[config.mk]
export PLATFORM = sky130hd
export DESIGN_NAME = mem_port_unit
export DESIGN_NICKNAME = d
export VERILOG_FILES = /design/src/rtl/mips_mc_pkg.sv /design/src/rtl/mem_port_timer.sv /design/src/rtl/mem_port_unit.sv
export SDC_FILE = /design/constraint.sdc
export NUM_CORES = 1
export LEC_CHECK = 0
export CORE_MARGIN = 2
export CORE_UTILIZATION = 30
export CTS_CLUSTER_SIZE = 25
export DETAILED_ROUTE_END_ITERATION = 10
export HOLD_SLACK_MARGIN = 0.05
export PLACE_DENSITY = 0.73
export SLEW_MARGIN = 10
export SYNTH_ARGS = -nofsm -noshare
export SYNTH_HDL_FRONTEND = slang
export SYNTH_SLANG_ARGS = --single-unit
[constraint.sdc]
create_clock -name clk -period 2.4 [get_ports clk]
set_clock_uncertainty 0.2 [all_clocks]
set_input_delay 0.48 -clock clk [delete_from_list [all_inputs] [get_ports clk]]
set_output_delay 0.48 -clock clk [all_outputs]
set_load 0.05 [all_outputs]
[src/rtl/mips_mc_pkg.sv]
// Shared definitions for the multicycle MIPS core: memory-port FSM states,
// primary opcode values and bit positions inside the sticky err vector.
// Latency: n/a. Backpressure: n/a.
package mips_mc_pkg;

  typedef enum logic [1:0] {
    IDLE = 2'd0,
    BUSY = 2'd1,
    DONE = 2'd2
  } mp_state_t;

  // Primary opcode field (insn[31:26]).
  localparam logic [5:0] OP_RTYPE = 6'h00;
  localparam logic [5:0] OP_J     = 6'h02;
  localparam logic [5:0] OP_JAL   = 6'h03;
  localparam logic [5:0] OP_BEQ   = 6'h04;
  localparam logic [5:0] OP_BNE   = 6'h05;
  localparam logic [5:0] OP_ADDI  = 6'h08;
  localparam logic [5:0] OP_ANDI  = 6'h0C;
  localparam logic [5:0] OP_LW    = 6'h23;
  localparam logic [5:0] OP_SW    = 6'h2B;
  // This core decodes JR from a private primary opcode instead of an R-type funct.
  localparam logic [5:0] OP_JR    = 6'h3F;

  // Sticky error flag positions.
  localparam int ERR_TIMEOUT  = 0;
  localparam int ERR_MISALIGN = 1;

  function automatic logic [5:0] opcode_of(input logic [31:0] insn);
    return insn[31:26];
  endfunction

endpackage

[src/rtl/mem_port_timer.sv]
// Access watchdog: counts BUSY cycles down from TIMEOUT-1 and flags expiry at zero.
// Latency: expire is combinational from the count; load/dec take effect next edge.
// Backpressure: none; the owner gates expire with its own BUSY state.
//
// Ports: clk, reset_n (async active-low), load (restart at TIMEOUT-1),
//        dec (one more BUSY cycle without ack), expire (count is zero).
module mem_port_timer #(
  parameter int TIMEOUT = 16
) (
  input  logic clk,
  input  logic reset_n,
  input  logic load,
  input  logic dec,
  output logic expire
);

  localparam int CW = $clog2(TIMEOUT);

  logic [CW-1:0] count;

  // Loading TIMEOUT-1 and expiring at zero gives exactly TIMEOUT BUSY cycles.
  always_ff @(posedge clk or negedge reset_n) begin
    if (!reset_n) begin
      count <= '0;
    end else if (load) begin
      count <= CW'(TIMEOUT - 1);
    end else if (dec && (count != '0)) begin
      count <= count - CW'(1);
    end
  end

  assign expire = (count == '0);

endmodule

[src/rtl/mem_port_unit.sv]
// Memory-side stage of the multicycle controller: turns memread/memwrite into
// single-port bus transfers and owns IR and MDR.
// Latency: request one cycle after command; capture visible the cycle after ack.
// Backpressure: stall holds the controller while a command is pending or in flight.
//
// Ports:
//   controller : memread, memwrite, IorD, IR_write, pc, alu_out, wdata -> ir, opcode, mdr, stall, err
//   memory bus : mem_req, mem_we, mem_addr, mem_wdata -> mem_rdata, mem_ack
module mem_port_unit
  import mips_mc_pkg::*;
#(
  parameter int AW      = 32,
  parameter int DW      = 32,
  parameter int TIMEOUT = 16
) (
  input  logic          clk,
  input  logic          reset_n,
  input  logic          memread,
  input  logic          memwrite,
  input  logic          IorD,
  input  logic          IR_write,
  input  logic [AW-1:0] pc,
  input  logic [AW-1:0] alu_out,
  input  logic [DW-1:0] wdata,
  output logic [DW-1:0] ir,
  output logic [5:0]    opcode,
  output logic [DW-1:0] mdr,
  output logic          stall,
  output logic [1:0]    err,
  output logic          mem_req,
  output logic          mem_we,
  output logic [AW-1:0] mem_addr,
  output logic [DW-1:0] mem_wdata,
  input  logic [DW-1:0] mem_rdata,
  input  logic          mem_ack
);

  mp_state_t     state, state_nxt;
  logic          cmd;
  logic [AW-1:0] addr_sel;
  logic          misaligned;
  logic          we_q;
  logic          dst_q;
  logic          expire;

  logic          issue;
  logic          misalign_hit;
  logic          ack_hit;
  logic          tmo_hit;

  assign cmd        = memread | memwrite;
  assign addr_sel   = IorD ? alu_out : pc;
  assign misaligned = (addr_sel[1:0] != 2'b00);

  // Combinational so the controller freezes in the very cycle it issues the
  // command; forced low in reset so a held command cannot freeze it there.
  assign stall = reset_n & (((state == IDLE) & cmd) | (state == BUSY));

  assign opcode = opcode_of(ir[31:0]);

  mem_port_timer #(
    .TIMEOUT (TIMEOUT)
  ) u_timer (
    .clk     (clk),
    .reset_n (reset_n),
    .load    (issue),
    .dec     ((state == BUSY) & ~mem_ack),
    .expire  (expire)
  );

  always_ff @(posedge clk or negedge reset_n) begin
    if (!reset_n) begin
      state <= IDLE;
    end else begin
      state <= state_nxt;
    end
  end

  // DONE ignores the still-held command, so the controller advances exactly
  // once per access. An ack on the expiry edge wins over the timeout.
  always_comb begin
    state_nxt    = state;
    issue        = 1'b0;
    misalign_hit = 1'b0;
    ack_hit      = 1'b0;
    tmo_hit      = 1'b0;
    case (state)
      IDLE: begin
        if (cmd) begin
          if (misaligned) begin
            misalign_hit = 1'b1;
            state_nxt    = DONE;
          end else begin
            issue     = 1'b1;
            state_nxt = BUSY;
          end
        end
      end
      BUSY: begin
        if (mem_ack) begin
          ack_hit   = 1'b1;
          state_nxt = DONE;
        end else if (expire) begin
          tmo_hit   = 1'b1;
          state_nxt = DONE;
        end
      end
      DONE:    state_nxt = IDLE;
      default: state_nxt = IDLE;
    endcase
  end

  always_ff @(posedge clk or negedge reset_n) begin
    if (!reset_n) begin
      ir        <= '0;
      mdr       <= '0;
      err       <= '0;
      mem_req   <= 1'b0;
      mem_we    <= 1'b0;
      mem_addr  <= '0;
      mem_wdata <= '0;
      we_q      <= 1'b0;
      dst_q     <= 1'b0;
    end else begin
      // Command attributes are latched for every accepted command; memwrite
      // wins over memread, which suppresses any read capture.
      if (issue || misalign_hit) begin
        we_q      <= memwrite;
        dst_q     <= IR_write;
        mem_wdata <= wdata;
      end
      if (issue) begin
        mem_req  <= 1'b1;
        mem_we   <= memwrite;
        mem_addr <= {addr_sel[AW-1:2], 2'b00};
      end
      if (misalign_hit) begin
        err[ERR_MISALIGN] <= 1'b1;
      end
      if (ack_hit) begin
        mem_req <= 1'b0;
        mem_we  <= 1'b0;
        if (!we_q) begin
          if (dst_q) begin
            ir <= mem_rdata;
          end else begin
            mdr <= mem_rdata;
          end
        end
      end
      if (tmo_hit) begin
        mem_req          <= 1'b0;
        mem_we           <= 1'b0;
        err[ERR_TIMEOUT] <= 1'b1;
      end
    end
  end

endmodule

# Word-level counts from Yosys, hierarchy flattened
# Index checks and enable logic that the tools add are counted.
dict set report totals {
  regBits 138
  output_inout_bits 139
}
dict set report op_classes {
  muxes 25
  n_eq_ne 3
  n_addsub 1
  bitwise_logic 8
  reduce_logical 11
}
# cell n
set op_table {}
lappend op_table {{32-bit 2-to-1 mux} 1}
lappend op_table {{1-bit 2-to-1 mux} 17}
lappend op_table {{2-bit 2-to-1 mux} 4}
lappend op_table {{4-bit 2-to-1 mux} 2}
lappend op_table {{3-bit AND reduction} 2}
lappend op_table {{4-bit logical NOT} 1}
lappend op_table {{2-bit one-hot mux with 2 select lines} 1}
lappend op_table {{2-bit nonzero test} 2}
lappend op_table {{4-bit nonzero test} 1}
lappend op_table {{4-bit by 1-bit subtractor with 4-bit output, second input constant} 1}
lappend op_table {{1-bit bitwise AND} 3}
lappend op_table {{3-bit inequality test, second input constant} 1}
lappend op_table {{1-bit inverter} 3}
lappend op_table {{3-bit nonzero test} 1}
lappend op_table {{2-bit by 1-bit == test with 1-bit output, second input constant} 1}
lappend op_table {{2-bit logical NOT} 1}
lappend op_table {{2-bit inequality test, second input constant} 1}
lappend op_table {{1-bit OR} 2}
lappend op_table {{2-bit AND reduction} 1}
lappend op_table {{1-bit logical AND} 1}
lappend op_table {{1-bit logical OR} 1}

# Logic depth before layout (Yosys ltp)
# Gate-level depths: netlist of the first run.
dict set report logic_depth {
  ltp_word 8
  mapped_depth 6
  depth_no_buf 5
}

# By module
# A second synthesis of the first run with hierarchy kept.
dict set report hier_totals {
  cells_unflattened 363
  hier_area_um2 5830.6
}
# module n_inst seq_area_each_um2 cells_each area_per_inst_um2
set by_module_without_submodules {}
lappend by_module_without_submodules {mem_port_unit 1 3353.2 342 5611.6}
lappend by_module_without_submodules {mem_port_timer 1 100.1 21 219.0}

# Worst setup path after synthesis of the first run
# Ideal clock, no wire load.
dict set report synth_timing {
  path_kind {input to output}
  start {input port memwrite}
  end {output port stall}
  cell_stages 3
  path_buffers 0
  setup_slack_ns -0.067
  t_arrival_ns 1.787
  cell_sequence {or2_2 -> nor2_1 -> nor3b_1}
}
dict set report synth_between {
  elab_chain_len 4
}
# item line
set synth_lines {}
lappend synth_lines {{start, declared} mem_port_unit.sv:19} ;# input logic memwrite,
lappend synth_lines {{1-bit OR} mem_port_unit.sv:51} ;# assign cmd = memread | memwrite;
lappend synth_lines {{1-bit bitwise AND} mem_port_unit.sv:57} ;# assign stall = reset_n & (((state == IDLE) & cmd) | (state == BUSY));
lappend synth_lines {{1-bit OR} mem_port_unit.sv:57}
lappend synth_lines {{1-bit bitwise AND} mem_port_unit.sv:57}
lappend synth_lines {{end, declared} mem_port_unit.sv:28} ;# output logic stall,
# Every way passes these cells.

# Final worst setup path of the first run
dict set report layout_timing {
  start {input port IorD}
  end {register mem_addr[31]}
}
dict set report layout_between {
  elab_chain_len 5
}
# item line
set layout_lines {}
lappend layout_lines {{start, declared} mem_port_unit.sv:20} ;# input logic IorD,
lappend layout_lines {{32-bit 2-to-1 mux (*)} mem_port_unit.sv:52} ;# assign addr_sel = IorD ? alu_out : pc;
lappend layout_lines {{2-bit nonzero test} mem_port_unit.sv:53} ;# assign misaligned = (addr_sel[1:0] != 2'b00);
lappend layout_lines {{1-bit 2-to-1 mux} mem_port_unit.sv:90} ;# if (misaligned) begin
lappend layout_lines {{1-bit 2-to-1 mux} mem_port_unit.sv:89} ;# if (cmd) begin
lappend layout_lines {{1-bit 2-to-1 mux} mem_port_unit.sv:87} ;# case (state)
lappend layout_lines {{end signal, assigned} mem_port_unit.sv:135} ;# mem_addr <= {addr_sel[AW-1:2], 2'b00};
lappend layout_lines {{end, declared} mem_port_unit.sv:32} ;# output logic [AW-1:0] mem_addr,
# Mark *: on every way between the ends. The rest lies on a longest branch, timed or not.
# A chain may end at the register's enable or synchronous reset.

==> results of run 1 <==
## where the power goes
group          internal, mW  total, mW  switching, mW
sequential             3.29       3.84          0.558
clock                  1.72       2.71          0.991
combinational          2.75       7.17           4.42
## through the flow
stage / setup slack [ns] / instance area (sq um) / hold WS (ns) / std cells / util, %
3_5_place_dp: -0.371 / 8950 / 0.263 / 900 / 46.2
4_1_cts: 0.0700 / 9570 / 0.0610 / 932 / 49.3
5_1_grt: 0.0201 / 9580 / 0.296 / 933 / 49.4
2_1_floorplan: 0.102 / 5900 / -0.0156 / 376 / -
6_report: 0.0558 / 9580 / 0.264 / 933 / 49.4
3_3_place_gp: -0.388 / 8950 / 0.264 / 900 / 46.2
## how the worst min path moves through the flow
stage                                   from                 end  slack, ns  depth (start not counted)
final                     err[0]$_DFFE_PN0P_  err[0]$_DFFE_PN0P_       0.26                          2
after global routing      err[1]$_DFFE_PN0P_  err[1]$_DFFE_PN0P_       0.30                          1
after CTS                            reset_n  mdr[3]$_DFFE_PN0P_       0.06                          2
after detailed placement  err[0]$_DFFE_PN0P_  err[0]$_DFFE_PN0P_       0.26                          2
after global placement    err[1]$_DFFE_PN0P_  err[1]$_DFFE_PN0P_       0.26                          1
after floorplan                      reset_n   dst_q$_DFFE_PN0P_      -0.02                          0
## registers in the layout (all words and copies together) (netlist names), 2 cells and up
signal	count
mem_wdata	32
err	2
ir	32
u_timer.count	4
mdr	32
state	2
mem_addr	30
## repair_timing
item | in CTS | in global routing
setup buffers | 0 | 0
hold buffers | 0 | 1
resized for setup | 0 | 0
endpoints found under the hold margin | 0 | 22
## final cells by class
class / count / area, sq um / area share (%)
multi-input combinational: 206 / 2250 / 23.5
clock inverter: 10 / 141 / 1.48
clock buffer: 22 / 474 / 4.95
tap: 265 / 332 / 3.46
timing repair buffer: 287 / 2910 / 30.3
inverter: 5 / 18.8 / 0.196
sequential: 138 / 3450 / 36.0
## cells by family (layout without fill, tap and decap cells)
kind of cell               count (synthesis)  in the layout  share of synthesized area (%)
DFF                                      138            138                           58.6
muxes                                    157            157                           31.8
buffers and inverters                     32            324                           3.59
AOI/OAI and AO/OA                         18             18                           2.31
adders and majority gates                  1              1                          0.212
other                                      1              2                         0.0636
and+or+nand+nor                           28             28                           3.42
## routing by layer
metal	vias up	track usage, %	share of wire, %
met5	-	0	0
met4	0	4.55	1.0
met3	9	5.66	8.2
met2	168	24.9	51
met1	2054	16.7	40
li1	1892	-	-
## worst max-delay path, cell delays in order
cell and delay [ns]:
clkdlybuf4s50_1 0.53, or3b_4 0.42, a2111oi_4 0.35, buf_12 0.29
mux2_2 0.36
## layout by cell type (no fill, tap or decap), drive strengths merged, types with 2 or more instances in the layout
cell type / count
a31oi: 2
conb: 2
nor3: 5
mux2: 157
nor3b: 4
buf: 18
nor4: 2
a21oi: 5
o21ai: 3
clkinvlp: 2
clkdlybuf4s50: 268
inv: 5
clkinv: 5
nand2: 4
or4b: 2
nor2: 3
or3b: 3
bufinv: 3
dfrtp: 138
clkbuf: 22
o211ai: 2
==> impl_metrics.toml, run 1 <==
[outcome]
run_status = "finished clean"

[yosys]
yosysUniqueCellTypes = 38
ys_async_sr_fraction_pct = 100
yosysSeqAreaShare_pct = 58.6
synth_edf_count = 0
yosys.cell_count.top_type = "dfrtp_1"
synth_area_leaders = "dfrtp_1, mux2_2, mux2_4"
synth_seq_cells = 138
synthTopCellsByCount = "dfrtp_1, mux2_2, mux2_4"
ys_warn_count = 0
postSynthCellCount = 375
ys.flop_type = "dfrtp_1"
mappedNetlistArea_sq_um = 5900
yosysTopAreaCell = "dfrtp_1"
yosysTopAreaCellShare_pct = 58.6
syn_avg_cell_area_sq_um = 15.7

[routing]
vias = 4123
routedWlPerCell_um = 16.2
first_iter_violations = 117
via_per_inst = 4.42
firstDrtPassIters = 4
ant_nets = 0
drc = 0
wl_mm = 15.1

[clock_tree]
clk_pin_slew_worst_paths_ns = 0.06
cts_inserted_buffers = 17
cts_tree = "yes"
cts.sinks = 138
clock-root-buffer = "clkbuf_16"
insertion_delay_ns = 0.40
cts.htree.levels = 4
cts_buffer_depth = 2

[cells_and_area]
num-nets-final = 791
nFillCells = 1706
area_growth_pct = 62.5
insertedDiodeCount = 0
drive_gt1_share_pct = 32.2

[setup_path]
reg2reg_to = "ir[8]$_DFFE_PN0P_"
rr_worst_depth = 4
arrival_ns = 2.44
cp.required_ns = 2.49
crit_path_end = "mem_addr[31]$_DFFE_PN0P_"
cp-start-kind = "input port"
reg2reg_slack_ns = 0.43
crit_path_end_kind = "flop"
r2r-start = "state[1]$_DFFE_PN0P_"
path_class = "input port to flop"
crit_start = "IorD"
crit_fanout = 31

[power]
pwr_density_cell_nw_per_um2 = 1430
power_mw = 13.7
max-vdd-ir-drop_uv = 618
p_leak_nw = 4.04

[timing]
rsz0062_at_grt = "false"
hold_viol = 0
max-slew-margin-rel_pct = 49.8
setup_viol = 0
final.min_clock_period_ns = 2.34
tightest_slew_ns = 0.753
maxSlewViolCount = 0
max_freq_mhz = 427
setup_tns_ns = 0
fin_crit_sh_pct = 97.7

[floorplanning]
dieArea_sq_um = 20800
initial_core_util_pct = 30.4
ios = 274
chipHeight_um = 144
fp-row-count = 51
core_area_sq_um = 19400
die_w_um = 144

[global_route]
grt_max_degree = 139
grt_pass1_vias = 4484
grt_remaining_overflow = 0
antenna_found_initial = 0
grt_pass1_wl_mm = 23.0
grt_usage_pct = 14.5

[hold_path]
hold_path.class = "flop to flop"

[place]
place_congestion = 0.753
dp_hpwl_mm = 11.0
io_buffers = 271

[flow_run]
maxCapViolCount = 0
Power figures use the tool's default switching activity.
==> run 2, diff against run 1 <==
--- a/config.mk
+++ b/config.mk
@@ -5,7 +5,6 @@
 export SDC_FILE = /design/constraint.sdc
 export NUM_CORES = 1
 export LEC_CHECK = 0
-export CORE_MARGIN = 2
 export CORE_UTILIZATION = 30
 export CTS_CLUSTER_SIZE = 25
 export DETAILED_ROUTE_END_ITERATION = 10
==> run 2 against run 1 <==
  * Clock power decreased by 7.4%
  * First-iteration DRC count up 21%
  * Clock-buffer cell count decreased by 4
  * Core utilization rose by 1.1 points
  * Hold slack better by 0.011 ns
  * Global-route usage grew 0.60 points
  * Final area about the same
==> impl_metrics.toml, run 2 (synthesized netlist as in run 1, its figures left out) <==
[power]
p_sw_mw = 5.95
clkPwrFrac_pct = 18.5
pwr_density_cell_nw_per_um2 = 1410
switching_share_pct = 44.0
p_leak_nw = 4.04
seq_power_share_pct = 28.5
internal_power_mw = 7.58
comb_power_share_pct = 53.0
max-vdd-ir-drop_uv = 737

[cells_and_area]
final_util_pct = 50.5
multi_input_area_sq_um = 2250
reg_top3 = "ir (32), mdr (32), mem_wdata (32)"
layout_commonest_cell = "clkdlybuf4s50_1"
regArea_sq_um = 3450
num-nets-final = 794
nFillCells = 1597
drive_gt1_share_pct = 32.7
fin_cells = 930
final_cell_mix = "clkdlybuf4s50_1, dfrtp_1, mux2_2"
area_growth_pct = 62.4
post-route-cell-area_sq_um = 9580

[global_route]
grt_max_degree = 139
antenna_found_initial = 1
grt_pass1_vias = 4504
grt_remaining_overflow = 0
grt_pass1_wl_mm = 23.5
grt_usage_pct = 15.1

[setup_path]
r2r-start = "state[0]$_DFFE_PN0P_"
crit_fanout = 4
arrival_ns = 1.62
reg2reg_slack_ns = 0.33
crit_start = "memwrite"
cp.required_ns = 1.72
cp-start-kind = "input port"
reg2reg_to = "ir[8]$_DFFE_PN0P_"
rr_worst_depth = 4
crit_path_end_kind = "output pin"
crit_path_end = "stall"
path_class = "input port to output pin"

[routing]
firstDrtPassIters = 4
wl_mm = 15.0
routedWlPerCell_um = 16.1
first_iter_violations = 141
drc = 0
ant_nets = 0
via_per_inst = 4.45
vias = 4141

[floorplanning]
chipHeight_um = 142
core_area_sq_um = 19000
dieArea_sq_um = 20200
die_w_um = 142
fp-row-count = 50
ios = 274
initial_core_util_pct = 31.1

[clock_tree]
cts.sinks = 138
clock-root-buffer = "clkbuf_16"
cts_inserted_buffers = 17
cts_tree = "yes"
insertion_delay_ns = 0.40
cts_buffer_depth = 2
clk_pin_slew_worst_paths_ns = 0.06
cts.htree.levels = 4

[hold_path]
hold_depth = 1
hold_path.class = "flop to flop"

[timing]
fin_crit_sh_pct = 96.0
max_freq_mhz = 434
tightest_slew_ns = 0.731
maxSlewViolCount = 0
final.min_clock_period_ns = 2.30
hold_viol = 0
max-slew-margin-rel_pct = 51.2
setup_viol = 0
rsz0062_at_grt = "false"

[place]
placed_cells_incl_taps = 895
dp_hpwl_mm = 10.9
place_congestion = 0.779
place_area_sq_um = 8950
io_buffers = 271

[flow_run]
maxCapViolCount = 0

[outcome]
run_status = "finished clean"
-- run 2: cell count changes in the layout (fill, tap and decap cells not counted), moves of 2 or more --
| cell | delta |
|---|---|
| clkinvlp_4 | +2 |
| clkbuf_8 | -2 |
| clkbuf_1 | -2 |
| clkinv_2 | +2 |
| clkdlybuf4s50_1 | -2 |
| buf_6 | +2 |
-- run 2: cell type report --
class                           instances  area share (%)
Antenna cell                            1          0.0261
Clock buffer                           18            4.59
Clock inverter                         12            1.33
Inverter                                5           0.196
Multi-Input combinational cell        206            23.5
Sequential cell                       138            36.1
Tap cell                              260            3.40
Timing Repair Buffer                  290            30.9
-- run 2: repair_timing --
item                                    CTS  global route
resized for setup                         0             5
buffers inserted                          0             1
endpoints found under the hold margin    10             0
endpoints found under the setup margin    0             1
hold buffers                              1             0
-- run 2: critical path: stages --
cell	delay, ns
clkdlybuf4s50_1	0.46
or2_2	0.33
nor2_1	0.12
nor3b_2	0.08
buf_12	0.15
-- run 2: through the flow --
step                setup TNS [ns]  hold slack [ns]  total power [mW]  setup WS, ns
CTS                              0            0.282              13.7        0.0291
global placement            -13.18            0.258              11.0        -0.368
floorplan                        0          -0.0156              8.49         0.102
detailed placement          -15.78            0.269              11.1        -0.405
finish                           0            0.276              13.5        0.0968
global route                     0            0.295              14.1        0.0471
-- run 2: power groups by stage --
| stage | combinational (mW) | sequential [mW] | clock [mW] |
|---|---|---|---|
| after floorplan | 1.46 | 7.04 | 0 |
| after global placement | 7.13 | 3.83 | 0 |
| after detailed placement | 7.21 | 3.88 | 0 |
| after CTS | 7.22 | 3.87 | 2.59 |
| after global routing | 7.42 | 3.99 | 2.71 |
| final | 7.17 | 3.86 | 2.51 |
-- run 2: metal layers --
metal / up-vias / global-route usage, % / share of wire [%]
li1: 1905 / - / -
met1: 2056 / 17.9 / 41
met2: 166 / 25.9 / 51
met3: 14 / 4.07 / 6.8
met4: 0 / 5.94 / 1.6
met5: - / 0 / 0
-- run 2: worst min-delay path by stage --
stage,start,to,slack [ns]
after global routing,err[1]$_DFFE_PN0P_,err[1]$_DFFE_PN0P_,0.30
after detailed placement,err[1]$_DFFE_PN0P_,err[1]$_DFFE_PN0P_,0.27
after CTS,err[1]$_DFFE_PN0P_,err[1]$_DFFE_PN0P_,0.28
final,err[1]$_DFFE_PN0P_,err[1]$_DFFE_PN0P_,0.28
after floorplan,reset_n,dst_q$_DFFE_PN0P_,-0.02
after global placement,err[0]$_DFFE_PN0P_,err[0]$_DFFE_PN0P_,0.26
==> run 3, diff against run 2 <==
==> constraint.sdc (replaced) <==
create_clock -name clk -period 2.56 [get_ports clk]
set_clock_uncertainty 0.2 [all_clocks]
set_input_delay 0.512 -clock clk [delete_from_list [all_inputs] [get_ports clk]]
set_output_delay 0.512 -clock clk [all_outputs]
set_load 0.05 [all_outputs]
==> run 3 against run 2 <==
  * Worst setup slack got worse by 0.010 ns
  * Final cell count unchanged
  * Clock power increased by 4%
  * Register-to-register slack improved by 0.06 ns
  * Sequential share of layout area decreased by 0.16 points
  * Final area increased by 0.44%
  * Die area unchanged
  * The flow now finishes with violations (hold timing)
  * Critical path depth increased by 1
  * Sequential cell count unchanged
==> impl_metrics.toml, run 3 (synthesized netlist as in run 1, its figures left out) <==
[outcome]
run_status = "finished with violations"
violations = "hold timing"

[routing]
firstDrtPassIters = 4
first_iter_violations = 155
drc = 0
via_per_inst = 4.45
routedWlPerCell_um = 16.1
ant_nets = 0
wl_mm = 15.0
vias = 4141

[hold_path]
hold_path.class = "input port to asynchronous set/reset pin"

[clock_tree]
cts_hold_buf = 0
cts_tree = "yes"
clock-root-buffer = "clkbuf_16"
cts.htree.levels = 4
cts_buffer_depth = 2
cts-resized-gates = 0
post_cts_buffers = 0
cts_inserted_buffers = 17
insertion_delay_ns = 0.41
cts.sinks = 138
clk_pin_slew_worst_paths_ns = 0.06

[cells_and_area]
insertedDiodeCount = 0
drive_gt1_share_pct = 32.2
final_cell_mix = "clkdlybuf4s50_1, dfrtp_1, mux2_2"
regArea_sq_um = 3450
layout_commonest_cell = "clkdlybuf4s50_1"
num-nets-final = 793
area_growth_pct = 63.1
final_util_pct = 50.7
reg_top3 = "ir (32), mdr (32), mem_wdata (32)"
nFillCells = 1622
multi_input_area_sq_um = 2250

[global_route]
grt_remaining_overflow = 0
grt_pass1_wl_mm = 23.8
grt_max_degree = 139
grt_pass1_vias = 4531
antenna_found_initial = 1
grt_usage_pct = 15.4

[floorplanning]
ios = 274
chipHeight_um = 142
dieArea_sq_um = 20200
fp-row-count = 50
die_w_um = 142
initial_core_util_pct = 31.1
core_area_sq_um = 19000

[timing]
max_freq_mhz = 404
setup_tns_ns = 0
rsz0062_at_grt = "false"
setup_viol = 0
tightest_slew_ns = 0.798
max-slew-margin-rel_pct = 46.8
hold_viol = 29
maxSlewViolCount = 0
whs_ns = -0.0536
fin_crit_sh_pct = 96.6
final.min_clock_period_ns = 2.47

[power]
pwr_density_cell_nw_per_um2 = 1350
p_leak_nw = 4.06
max-vdd-ir-drop_uv = 759

[setup_path]
crit_slowest_cell = "clkdlybuf4s50_1"
path_class = "input port to output pin"
crit_path_end_kind = "output pin"
arrival_ns = 1.76
cp_cell_sequence = "clkdlybuf4s50_1, or2_2, nor2_1, nor3b_2, buf_4, buf_12"
critPathMaxStageDelay_ns = 0.45
cp.required_ns = 1.85
cp-start-kind = "input port"
crit_fanout = 4

[place]
dp_hpwl_mm = 11.2
place_congestion = 0.741
io_buffers = 271

[flow_run]
maxCapViolCount = 0
run 3: path summary, 6_finish.rpt:
kind	start	end	slack, ns	cells after the start
min in group clk	memwrite	we_q$_DFFE_PN0P_	0.25	2
worst max register to register	state[1]$_DFFE_PN0P_	ir[8]$_DFFE_PN0P_	0.39	4
worst min-delay path	reset_n	mem_addr[15]$_DFFE_PN0P_	-0.05	2
worst max-delay path	memread	stall	0.09	6
worst min register to register	err[0]$_DFFE_PN0P_	err[0]$_DFFE_PN0P_	0.28	2
max in group asynchronous	reset_n	ir[11]$_DFFE_PN0P_	1.55	2
run 3: worst max-delay path: cells and delay by family:
family / cells / cell delay (ns)
buffers and inverters: 3 / 0.75
AND/OR/NAND/NOR: 3 / 0.49
run 3: per-stage QoR:
stage                     power (mW)  hold slack, ns  area (sq um)  setup slack [ns]  cells
after global placement          10.3           0.266          8980            -0.205    898
after CTS                       13.1          0.0505          9610            0.0302    930
after detailed placement        10.4           0.265          8980            -0.234    898
final                           12.9         -0.0536          9620            0.0867    930
after floorplan                 7.96          0.0164          5900            0.0288    376
after global routing            13.5          0.0687          9620            0.0225    930
run 3: layout make-up:
type / instances / share of cell area, %
clock buffers: 22 / 4.83
clock inverters: 10 / 1.72
inverters: 5 / 0.195
multi-input cells: 206 / 23.4
flip-flops and latches: 138 / 35.9
well taps: 260 / 3.38
repair buffers: 289 / 30.5
run 3: report_power, final:
| group | internal, mW | switching (mW) |
|---|---|---|
| registers | 3.08 | 0.548 |
| logic | 2.59 | 4.13 |
| clock network | 1.69 | 0.912 |
| total | 7.35 | 5.59 |
run 3: per-layer routing:
layer	up-vias	share of wire [%]	GRT usage, %
li1	1900	-	-
met1	2042	38	16.5
met2	178	52	27.7
met3	19	8.4	6.29
met4	2	1.3	4.64
met5	-	0.060	0
